### config.mk
export PLATFORM = sky130hd
export DESIGN_NAME = cdb_arbiter
export DESIGN_NICKNAME = d
export VERILOG_FILES = /design/src/rtl/cdb_arbiter.sv
export SDC_FILE = /design/constraint.sdc
export NUM_CORES = 1
export LEC_CHECK = 0
export BUFFER_PORTS_ARGS = -buffer_cell sky130_fd_sc_hd__buf_2
export CELL_PAD_IN_SITES_DETAIL_PLACEMENT = 0
export CELL_PAD_IN_SITES_GLOBAL_PLACEMENT = 2
export CORE_MARGIN = 1
export CORE_UTILIZATION = 26
export DETAILED_ROUTE_END_ITERATION = 10
export GPL_ROUTABILITY_DRIVEN = 0
export PLACE_DENSITY = 0.81
export SETUP_SLACK_MARGIN = 0.2
export SLEW_MARGIN = 20
export SYNTH_ARGS = -nofsm -noshare
export SYNTH_HDL_FRONTEND = slang
export SYNTH_SLANG_ARGS = --single-unit
export TNS_END_PERCENT = 5
### constraint.sdc
create_clock -name clk -period 4.7 [get_ports clk]
set_input_delay 0.47 -clock clk [delete_from_list [all_inputs] [get_ports clk]]
set_output_delay 0.47 -clock clk [all_outputs]
set_load 0.02 [all_outputs]
### src/rtl/cdb_arbiter.sv
// Common data bus arbiter: picks at most one of the execution queues each
// cycle (urgent class first, round-robin within each class) and registers the
// winner's tag/result as the cdb broadcast seen by rename and the queues.
module cdb_arbiter #(
  parameter int N_REQ  = 4,   // 0=int, 1=mult, 2=div, 3=mem
  parameter int TAG_W  = 6,
  parameter int DATA_W = 32
) (
  input  logic                      clk,
  input  logic                      rst,        // async, active-low
  input  logic [N_REQ-1:0]          req,
  input  logic [N_REQ-1:0]          urgent,
  input  logic [N_REQ*TAG_W-1:0]    req_tag,
  input  logic [N_REQ*DATA_W-1:0]   req_data,
  input  logic                      flush,
  output logic [N_REQ-1:0]          gnt,
  output logic                      cdb_valid,
  output logic [TAG_W-1:0]          cdb_tag,
  output logic [DATA_W-1:0]         cdb_data,
  output logic [1:0]                cdb_src
);

  localparam int PTR_W = (N_REQ > 1) ? $clog2(N_REQ) : 1;

  // Round-robin pointers, one per priority class.
  logic [PTR_W-1:0]  rr_urg_q,  rr_urg_d;
  logic [PTR_W-1:0]  rr_norm_q, rr_norm_d;

  // Registered broadcast.
  logic              cdb_valid_q, cdb_valid_d;
  logic [TAG_W-1:0]  cdb_tag_q,   cdb_tag_d;
  logic [DATA_W-1:0] cdb_data_q,  cdb_data_d;
  logic [1:0]        cdb_src_q,   cdb_src_d;

  // Arbitration intermediates.
  logic [N_REQ-1:0]  urg_set;
  logic [N_REQ-1:0]  cand;
  logic              use_urg;
  logic [PTR_W-1:0]  ptr;
  logic [PTR_W-1:0]  winner;
  logic [PTR_W-1:0]  ptr_next;
  logic              found;
  logic              grant;
  logic [PTR_W:0]    scan_sum;
  logic [PTR_W-1:0]  scan_idx;
  logic [PTR_W:0]    inc_sum;

  // Class selection: any qualified urgent request switches arbitration to
  // the urgent set and its own pointer; urgent without req is ignored.
  always_comb begin
    urg_set = req & urgent;
    use_urg = |urg_set;
    cand    = use_urg ? urg_set : req;
    ptr     = use_urg ? rr_urg_q : rr_norm_q;
  end

  // Round-robin scan: first candidate at or above the pointer, wrapping.
  // NOTE: every variable gets a default before the loop so no latch is inferred.
  always_comb begin
    winner   = '0;
    found    = 1'b0;
    scan_sum = '0;
    scan_idx = '0;
    for (int k = 0; k < N_REQ; k++) begin
      scan_sum = {1'b0, ptr} + (PTR_W+1)'(k);
      if (scan_sum >= (PTR_W+1)'(N_REQ)) begin
        scan_sum = scan_sum - (PTR_W+1)'(N_REQ);
      end
      scan_idx = scan_sum[PTR_W-1:0];
      if (!found && cand[scan_idx]) begin
        winner = scan_idx;
        found  = 1'b1;
      end
    end
  end

  // Grant is suppressed during reset and flush; flush also beats urgent.
  always_comb begin
    grant = found & rst & ~flush;
    gnt   = '0;
    if (grant) begin
      gnt[winner] = 1'b1;
    end
  end

  // Pointer successor of the winner, modulo N_REQ.
  always_comb begin
    inc_sum = {1'b0, winner} + (PTR_W+1)'(1);
    if (inc_sum >= (PTR_W+1)'(N_REQ)) begin
      inc_sum = '0;
    end
    ptr_next = inc_sum[PTR_W-1:0];
  end

  // Next state: advance only the class pointer that produced the grant and
  // capture the winner's payload; without a grant the payload holds.
  always_comb begin
    rr_urg_d    = rr_urg_q;
    rr_norm_d   = rr_norm_q;
    cdb_valid_d = grant;
    cdb_tag_d   = cdb_tag_q;
    cdb_data_d  = cdb_data_q;
    cdb_src_d   = cdb_src_q;
    if (grant) begin
      if (use_urg) begin
        rr_urg_d = ptr_next;
      end else begin
        rr_norm_d = ptr_next;
      end
      cdb_tag_d  = req_tag[int'(winner)*TAG_W +: TAG_W];
      cdb_data_d = req_data[int'(winner)*DATA_W +: DATA_W];
      cdb_src_d  = 2'(winner);
    end
  end

  // State registers with asynchronous clear of pointers and broadcast.
  // NOTE: non-blocking assignments keep every register sampling pre-edge values.
  always_ff @(posedge clk or negedge rst) begin
    if (!rst) begin
      rr_urg_q    <= '0;
      rr_norm_q   <= '0;
      cdb_valid_q <= 1'b0;
      cdb_tag_q   <= '0;
      cdb_data_q  <= '0;
      cdb_src_q   <= '0;
    end else begin
      rr_urg_q    <= rr_urg_d;
      rr_norm_q   <= rr_norm_d;
      cdb_valid_q <= cdb_valid_d;
      cdb_tag_q   <= cdb_tag_d;
      cdb_data_q  <= cdb_data_d;
      cdb_src_q   <= cdb_src_d;
    end
  end

  assign cdb_valid = cdb_valid_q;
  assign cdb_tag   = cdb_tag_q;
  assign cdb_data  = cdb_data_q;
  assign cdb_src   = cdb_src_q;

endmodule

After elaboration in Yosys (flattened, before gate mapping)
Cells that the tools add are included.
- register bits after elaboration: 45
- latch bits: 0
- bits in writable memories: 0
- bits in read-only memories: 0
- input bits: 163
- output and inout port bits: 45
- word-level logic and storage cells: 69
- memories kept: 0
- add/subtract/negate cells: 8
- $mul: 1
- div/mod/pow operators: 0
- magnitude comparators: 11
- equality and inequality tests: 0
- shift operators: 2
- multiplexer cells: 26
- bitwise gates (word level): 5
- reductions and logical operators: 10
- operators with widths (operator ; count):
    $shiftx 128x8->32 ; 1
    $shiftx 24x6->6 ; 1
    $mux 2 ; 10
    $lt 2x3->1 const B ; 5
    $ge 3x3->1 const B ; 4
    $mux 1 ; 9
    $bmux 1 s2 ; 4
    $mux 4 ; 2
    $sub 2x1->2 const B ; 4
    $add 2x1->3 const B ; 2
    $add 2x2->3 const B ; 2
    $and 4x4->4 ; 1
    $logic_and 1x1->1 ; 4
    $mul 2x2->4 const B ; 1
    $reduce_and 2->1 ; 2
    $reduce_or 4->1 ; 1
    $ge 2x3->1 const B ; 1
    $logic_not 1->1 ; 3
    $and 1x1->1 ; 2
    $demux 1 s2 ; 1
    $ge 2x1->1 const B ; 1
    $not 1->1 ; 2

Logic depth before layout (Yosys ltp)
Gate-level depths: netlist of run 1.
- depth in word-level cells: 22
- gate-level depth with buffers: 11
- mapped depth without buffers: 7

Least setup slack after synthesis of run 1
OpenSTA, ideal clock, no wires.
- kind: input-to-output
- start point: input req[0]
- end point: output gnt[3]
- arrival: 2.457 ns
- data required time: 4.230 ns
- path slack: 1.773 ns
- stages: 10
- path buffers: 4
- cells stage by stage: buf_4 a222oi_1 buf_4 and2_4 mux2_4 a311oi_2 buf_6 buf_6 ha_1 and2_1
- longest elaborated chain between the ends: 22
- elaborated cells on any way between the ends: 49
- classes of those cells: add/sub (7); order compare (6); mux (25); bitwise (3); reduce/logical (8)
- ends and longest elaborated chain (element ; RTL line ; RTL):
    start: declaration ; 11 ; input logic [N_REQ-1:0] req,
    parallel branches: the longest is 21 deep, another holds $add 2x1->3 ; -- ;
    $mux 4 (*) ; 81 ; if (grant) begin
    end: declaration ; 16 ; output logic [N_REQ-1:0] gnt,
Every way passes the cells marked *. The select of a mux whose other input is x is not followed.

Worst setup path after layout of run 1
- start point: input req[2]
- end point: output gnt[1]
Same word-level chain as after synthesis.

==> results of run 1 <==
==> layout by cell type (no fill, tap or decap), types with 3 or more instances in the layout <==
master	netlist	layout
a221oi_2	38	38
a21oi_1	6	6
buf_2	2	207
mux2i_1	77	77
clkbuf_16	0	5
inv_1	6	6
nand3b_1	3	3
buf_4	5	8
dfrtp_1	45	45
mux2_2	5	5
o21ai_0	5	5
nand2_1	3	3
nor2_1	40	40
a31oi_1	3	3
==> cells by family (layout without fill, tap and decap cells) <==
kind of cell / Yosys count / count (layout) / synth area share [%]
AO/OA/AOI/OAI: 61 / 61 / 22.6
adder cells (fa/ha/maj): 1 / 1 / 0.388
buffers and inverters: 30 / 230 / 7.80
AND/OR/NAND/NOR: 58 / 58 / 8.19
flip-flops: 45 / 45 / 34.9
multiplexers: 83 / 83 / 26.1
==> report_power, final <==
part / switching (µW) / internal (µW)
clock: 144 / 266
sequential: 89.9 / 532
combinational: 579 / 442
==> final timing paths <==
check / from / endpoint / slack, ns / depth (start not counted)
max in group asynchronous: rst / cdb_data[19] / 3.98 / 2
worst min-delay path: rst / cdb_data[5] / 0.32 / 2
worst min register to register: cdb_src[1] / cdb_src[1] / 0.51 / 1
worst max-delay path: req[2] / gnt[1] / 1.35 / 10
worst max register to register: rr_urg_q[0] / cdb_data[11] / 2.11 / 8
min in group clk: cdb_src[1] / cdb_src[1] / 0.51 / 1
==> per-stage QoR <==
| stage | total power [µW] | instances | hold WS [ns] | setup slack, ns | utilization [%] |
|---|---|---|---|---|---|
| 2_1_floorplan | 1390 | 278 | 0.174 | 1.77 | - |
| 3_3_place_gp | 1650 | 638 | 0.510 | 1.34 | 36.1 |
| 3_5_place_dp | 1670 | 638 | 0.506 | 1.28 | 36.1 |
| 4_1_cts | 2090 | 646 | 0.338 | 1.33 | 37.5 |
| 5_1_grt | 2190 | 646 | 0.370 | 1.20 | 37.5 |
| 6_report | 2050 | 646 | 0.316 | 1.35 | 37.5 |
==> metal layers <==
metal	track usage, %	part of all wire (%)	wire [µm]
met1	17.3	43	4070
met3	2.89	6.7	633
met2	27.0	50	4700
met4	2.98	0.38	36
met5	0	0	0
==> sequential cells by signal, indices dropped and copies added (netlist names) <==
signal / count
rr_norm_q: 2
cdb_data: 32
cdb_tag: 6
cdb_src: 2
cdb_valid: 1
rr_urg_q: 2
==> worst max-delay path, cell delays in order <==
cell      delay (ns)
buf_2           0.13
a222oi_1        0.33
buf_4           0.22
a21o_1          0.14
a21oi_1         0.16
a311oi_4        0.28
buf_4           0.35
and2_2          0.47
and2b_1         0.18
buf_2           0.16
==> cells in the mapped netlist (2+ instances only) <==
cell / count
clkbuf_1: 6
and2_1: 3
a221oi_2: 38
nand3b_1: 3
a21oi_1: 6
nor2_1: 40
nand2_1: 3
mux2i_1: 77
a222oi_1: 2
buf_2: 2
o21ai_0: 5
mux2_2: 5
inv_1: 6
buf_12: 4
a31oi_1: 3
buf_6: 7
nand3_1: 2
buf_4: 5
dfrtp_1: 45
==> cell type report <==
class / instances / area [µm²]
Clock buffer: 7 / 143
Clock inverter: 1 / 30.0
Fill cell: 1211 / 7540
Inverter: 6 / 22.5
Multi-Input combinational cell: 203 / 1880
Sequential cell: 45 / 1130
Tap cell: 168 / 210
Timing Repair Buffer: 216 / 1120
==> results_dict.tcl, run 1 <==
set metrics [dict create \
    status "complete, no violations" \
    coreArea_um2 12100 \
    finalCritPeriodShare_pct 71.3 \
    io_buffer_count 207 \
    critPathRequiredTime_ns 4.23 \
    grt_usage_pct 14.5 \
    max_cap_viol_count 0 \
    ant_nets 0 \
    ys_seq_elements 45 \
    dp_hpwl_um 7180 \
    first_pass_iters 4 \
    grt_pass1_vias 3068 \
    grt_max_degree 46 \
    ctsHoldBuffers 0 \
    antenna_cells 0 \
    synth_top_flop_cell "dfrtp_1" \
    synthToLayoutAreaGrowth_pct 40.4 \
    ir_worst_vdd_mv 0.153 \
    die_h_um 113 \
    clockBufferDepth 2 \
    htreeDepth 2 \
    critPathMaxFanout 25 \
    synth_top_area_cell "dfrtp_1" \
    p_leak_uw 0.00219 \
    cts_buffers 5 \
    synth_area_um2 3220 \
    crit_type "in -> out" \
    slew_headroom_pct 55.0 \
    gr-total-overflow 0 \
    io_pins 208 \
    worstSetupEndpointType "output port" \
    antenna_found_initial 0 \
    dieArea_um2 12900 \
    vias 3013 \
    grt_pass1_wl_um 14800 \
    hold_viol_final 0 \
    crit_arrival_ns 2.88 \
    rows 40 \
    yosysTopAreaCellShare_pct 34.9 \
    clkSinkCount 45 \
    synth.distinct_cells 35 \
    power_density_nw_per_um2 454 \
    initial_core_util_pct 26.7 \
    viasPerCell 4.66 \
    fmax_ghz 0.298 \
    setup_viol 0 \
    synthCells 278 \
    drtIter0Drc 206 \
    postCtsSetupBuffers 0 \
    syn_area_per_cell_um2 11.6 \
    cts_root_buffer "clkbuf_16" \
    worst_pin_slew_ns 0.676 \
    synth_edf_count 0 \
    finalNetCount 641 \
    cts_tree "done" \
    worstSetupStartpointType "input pin" \
    clk_pin_slew_worst_paths_ns 0.06 \
    yosysSeqAreaShare_pct 34.9 \
    rsz0062_at_grt "no" \
    clock_latency_ns 0.28 \
    wl_um 9440 \
    placed_area_um2 4350 \
    finClkSkew_ns 0.00502 \
    synthArstFlopShare_pct 100 \
    period_minus_slack_ns 3.35 \
    hp-class "in -> async" \
    synth.area.top_cells "dfrtp_1 35%, mux2i_1 24%, a221oi_2 18%" \
    cts_resized 0 \
    post-route-cell-area_um2 4530 \
    yosysWarnings 0 \
    drc_errors 0 \
    die_x_um 113 \
    syn_nets 442 \
    wl_per_cell_um 14.6 \
    layout-drive-gt1-share_pct 56.9 \
    final.setup.tns_ns 0 \
    final_max_slew_viol_count 0 \
]
(Power assumes the default switching activity.)
==> run 2: changes to the inputs <==
ABC_AREA = 1   (was default)
CORE_UTILIZATION = 19   (was 26)
PLACE_DENSITY = 0.72   (was 0.81)
clock period = 2.9 ns   (was 4.7 ns; I/O delays follow)
==> run 2 against run 1 <==
- critical path depth is 7 higher
- flip-flop and latch count is the same
- count of clock-buffer cells in the layout is 2 lower
- synthesized cell count increased by 110%
- critical path type unchanged
- largest power group unchanged
- die area is 53% higher
- final area increased by 18%
==> results_dict.tcl, run 2 <==
set metrics [dict create \
    status "complete, no violations" \
    yosysSeqAreaShare_pct 31.0 \
    synth_edf_count 0 \
    crit_buf_inv 5 \
    htreeDepth 2 \
    sw_frac_of_total_pct 52.7 \
    cts_tree "done" \
    rsz0062_at_grt "yes" \
    finalCritPeriodShare_pct 89.9 \
    synthCells 572 \
    worstSetupEndpointType "output port" \
    dp_hpwl_um 11100 \
    initial_core_util_pct 19.4 \
    cellInternalPower_uw 3160 \
    slowest_delay_ns 0.22 \
    finClkSkew_ns 0.00847 \
    worst_pin_slew_ns 0.634 \
    placed_area_um2 4880 \
    power.net_switching_uw 3520 \
    ant_nets 0 \
    synth_top_family_by_area "simple AND/OR/NAND/NOR gates" \
    vias 4550 \
    coreArea_um2 18700 \
    largest_reg_flops 32 \
    drtIter0Drc 163 \
    dieArea_um2 19700 \
    synthSimpleGateAreaFrac_pct 55.9 \
    grt_pass1_wl_um 23200 \
    grt_max_degree 53 \
    wl_per_cell_um 15.1 \
    power_frac_seq_pct 16.5 \
    hp-class "in -> async" \
    yosys.area_share.adder_pct 0.345 \
    antenna_found_initial 2 \
    clockBufferDepth 2 \
    ctsHoldBuffers 0 \
    first_pass_iters 4 \
    synth_top_area_cell "dfrtp_1" \
    max_cap_viol_count 0 \
    clock_latency_ns 0.30 \
    period_minus_slack_ns 2.61 \
    synth_common_cells "221 x nand2_1, 198 x nand3_1, 45 x dfrtp_1, 27 x buf_2, 20 x inv_1" \
    io_buffer_count 207 \
    clkSinkCount 45 \
    worstSetupStartpointType "input pin" \
    synthToLayoutAreaGrowth_pct 47.5 \
    synth_area_um2 3630 \
    wl_um 15300 \
    r2r-start "rr_urg_q[0]" \
    die_x_um 140 \
    critPathMaxFanout 7 \
    yosysWarnings 0 \
    cts_root_buffer "clkbuf_16" \
    setup_viol 0 \
    crit_chain "buf_2, nand2_4, nand2_4, nor2_4, buf_6, nand2_1, nand2_2, nand2_1, nand2_2, nand2_2, o21ai_4, nand4_1, buf_4, inv_1, nor2_4, nor2_2, buf_4" \
    clkPwrFrac_pct 11.6 \
    finalNetCount 943 \
    fmax_ghz 0.384 \
    grt_usage_pct 15.1 \
    final.setup.tns_ns 0 \
    crit_type "in -> out" \
    layout-drive-gt1-share_pct 37.7 \
    critPathRequiredTime_ns 2.61 \
    gr-total-overflow 0 \
    die_h_um 140 \
    p_comb_share_pct 71.9 \
    crit_path_top_delay_cell "nor2_4" \
    synth-xor-area-share_pct 0 \
    ir_worst_vdd_mv 0.566 \
    io_pins 208 \
    clk_pin_slew_worst_paths_ns 0.06 \
    syn_area_per_cell_um2 6.34 \
    ys_seq_elements 45 \
    slew_headroom_pct 57.7 \
    final_cell_mix "211 x nand2_1, 204 x buf_2, 196 x nand3_1" \
    synth_compound_area_share_pct 2.59 \
    rows 50 \
    synthArstFlopShare_pct 100 \
    synth.distinct_cells 27 \
    post-route-cell-area_um2 5350 \
    yosysTopAreaCellShare_pct 31.0 \
    syn_nets 736 \
    cts_buffers 5 \
    final_max_slew_viol_count 0 \
    muxShareOfSynthArea_pct 0 \
    layout_commonest_cell "nand2_1" \
    synth_top_flop_cell "dfrtp_1" \
    hold_viol_final 0 \
    path_delay_family "simple AND/OR/NAND/NOR gates" \
    synth.area.top_cells "dfrtp_1 31%, nand3_1 27%, nand2_1 23%" \
    power_density_nw_per_um2 1250 \
    crit_arrival_ns 2.32 \
    synth.most_common_cell "nand2_1" \
    cp-startpoint "req[1]" \
    viasPerCell 4.48 \
    p_leak_uw 0.00296 \
    timing.critical_path.mode_cell "nand2_2" \
    grt_pass1_vias 4310 \
    drc_errors 0 \
]
## run 2: cell count changes in the layout (fill, tap and decap cells not counted), moves of 6 or more
cell      previous run  this run
nand2_4              0         9
nand2_1              3       211
mux2i_1             77         0
nor2_1              40         2
a21oi_1              6         0
a221oi_2            38         0
inv_1                6        19
buf_4                8        27
nand3_1              2       196
nand2_2              0        16
## run 2: power by group through the flow
stage	clock network, µW	logic (µW)	registers, µW
4_1_cts	806	4610	1100
2_1_floorplan	0	2830	1420
3_5_place_dp	0	4510	1110
5_1_grt	822	5330	1130
3_3_place_gp	0	4540	1110
6_report	775	4800	1100
## run 2: final timing paths
check | end | slack (ns) | cells past startpoint
max | gnt[2] | 0.29 | 17
min | cdb_data[7] | 0.17 | 2
max reg2reg | cdb_tag[2] | 0.56 | 15
min reg2reg | cdb_data[8] | 0.47 | 2
max in group asynchronous | rr_urg_q[0] | 2.31 | 2
min in group clk | cdb_data[24] | 0.30 | 5
## run 2: per-stage QoR
stage	total power, µW	cells	setup slack [ns]	util (%)	hold slack [ns]
final	6680	1015	0.294	28.6	0.169
after global routing	7280	1015	0.143	28.6	0.237
after CTS	6520	1002	0.195	27.5	0.222
after detailed placement	5620	988	0.0544	26.1	0.459
after global placement	5640	988	0.0399	26.1	0.457
after floorplan	4250	572	0.440	-	-0.00559
## run 2: cell families (layout without fill, tap and decap cells)
kind of cell / Yosys count / count (layout)
AND/OR/NAND/NOR: 446 / 448
buffers and inverters: 65 / 271
flip-flops: 45 / 45
AO/OA/AOI/OAI: 15 / 15
adder cells (fa/ha/maj): 1 / 1
other: 0 / 1
## run 2: repair_timing
action | 4_1_cts | 5_1_grt
setup buffers | 5 | 11
hold endpoints to repair | 0 | 0
gates resized for setup | 8 | 30
setup endpoints to repair | 4 | 4
pin swaps | 4 | 14
cloned | 1 | 1
## run 2: cell type report
cell class	count	area [µm²]
antenna	1	2.50
clock buffer	5	125
clock inverter	3	68.8
fill	2151	13400
inverter	22	82.6
multi-input combinational	464	2270
sequential	45	1130
tap	234	293
timing repair buffer	241	1380
## run 2: metal layers
metal	track usage (%)	share of wire [%]	vias up
met2	26.0	48	158
met4	4.92	1.4	2
met3	3.66	7.3	14
met5	0	0.052	-
met1	18.5	43	2074
li1	-	-	2302
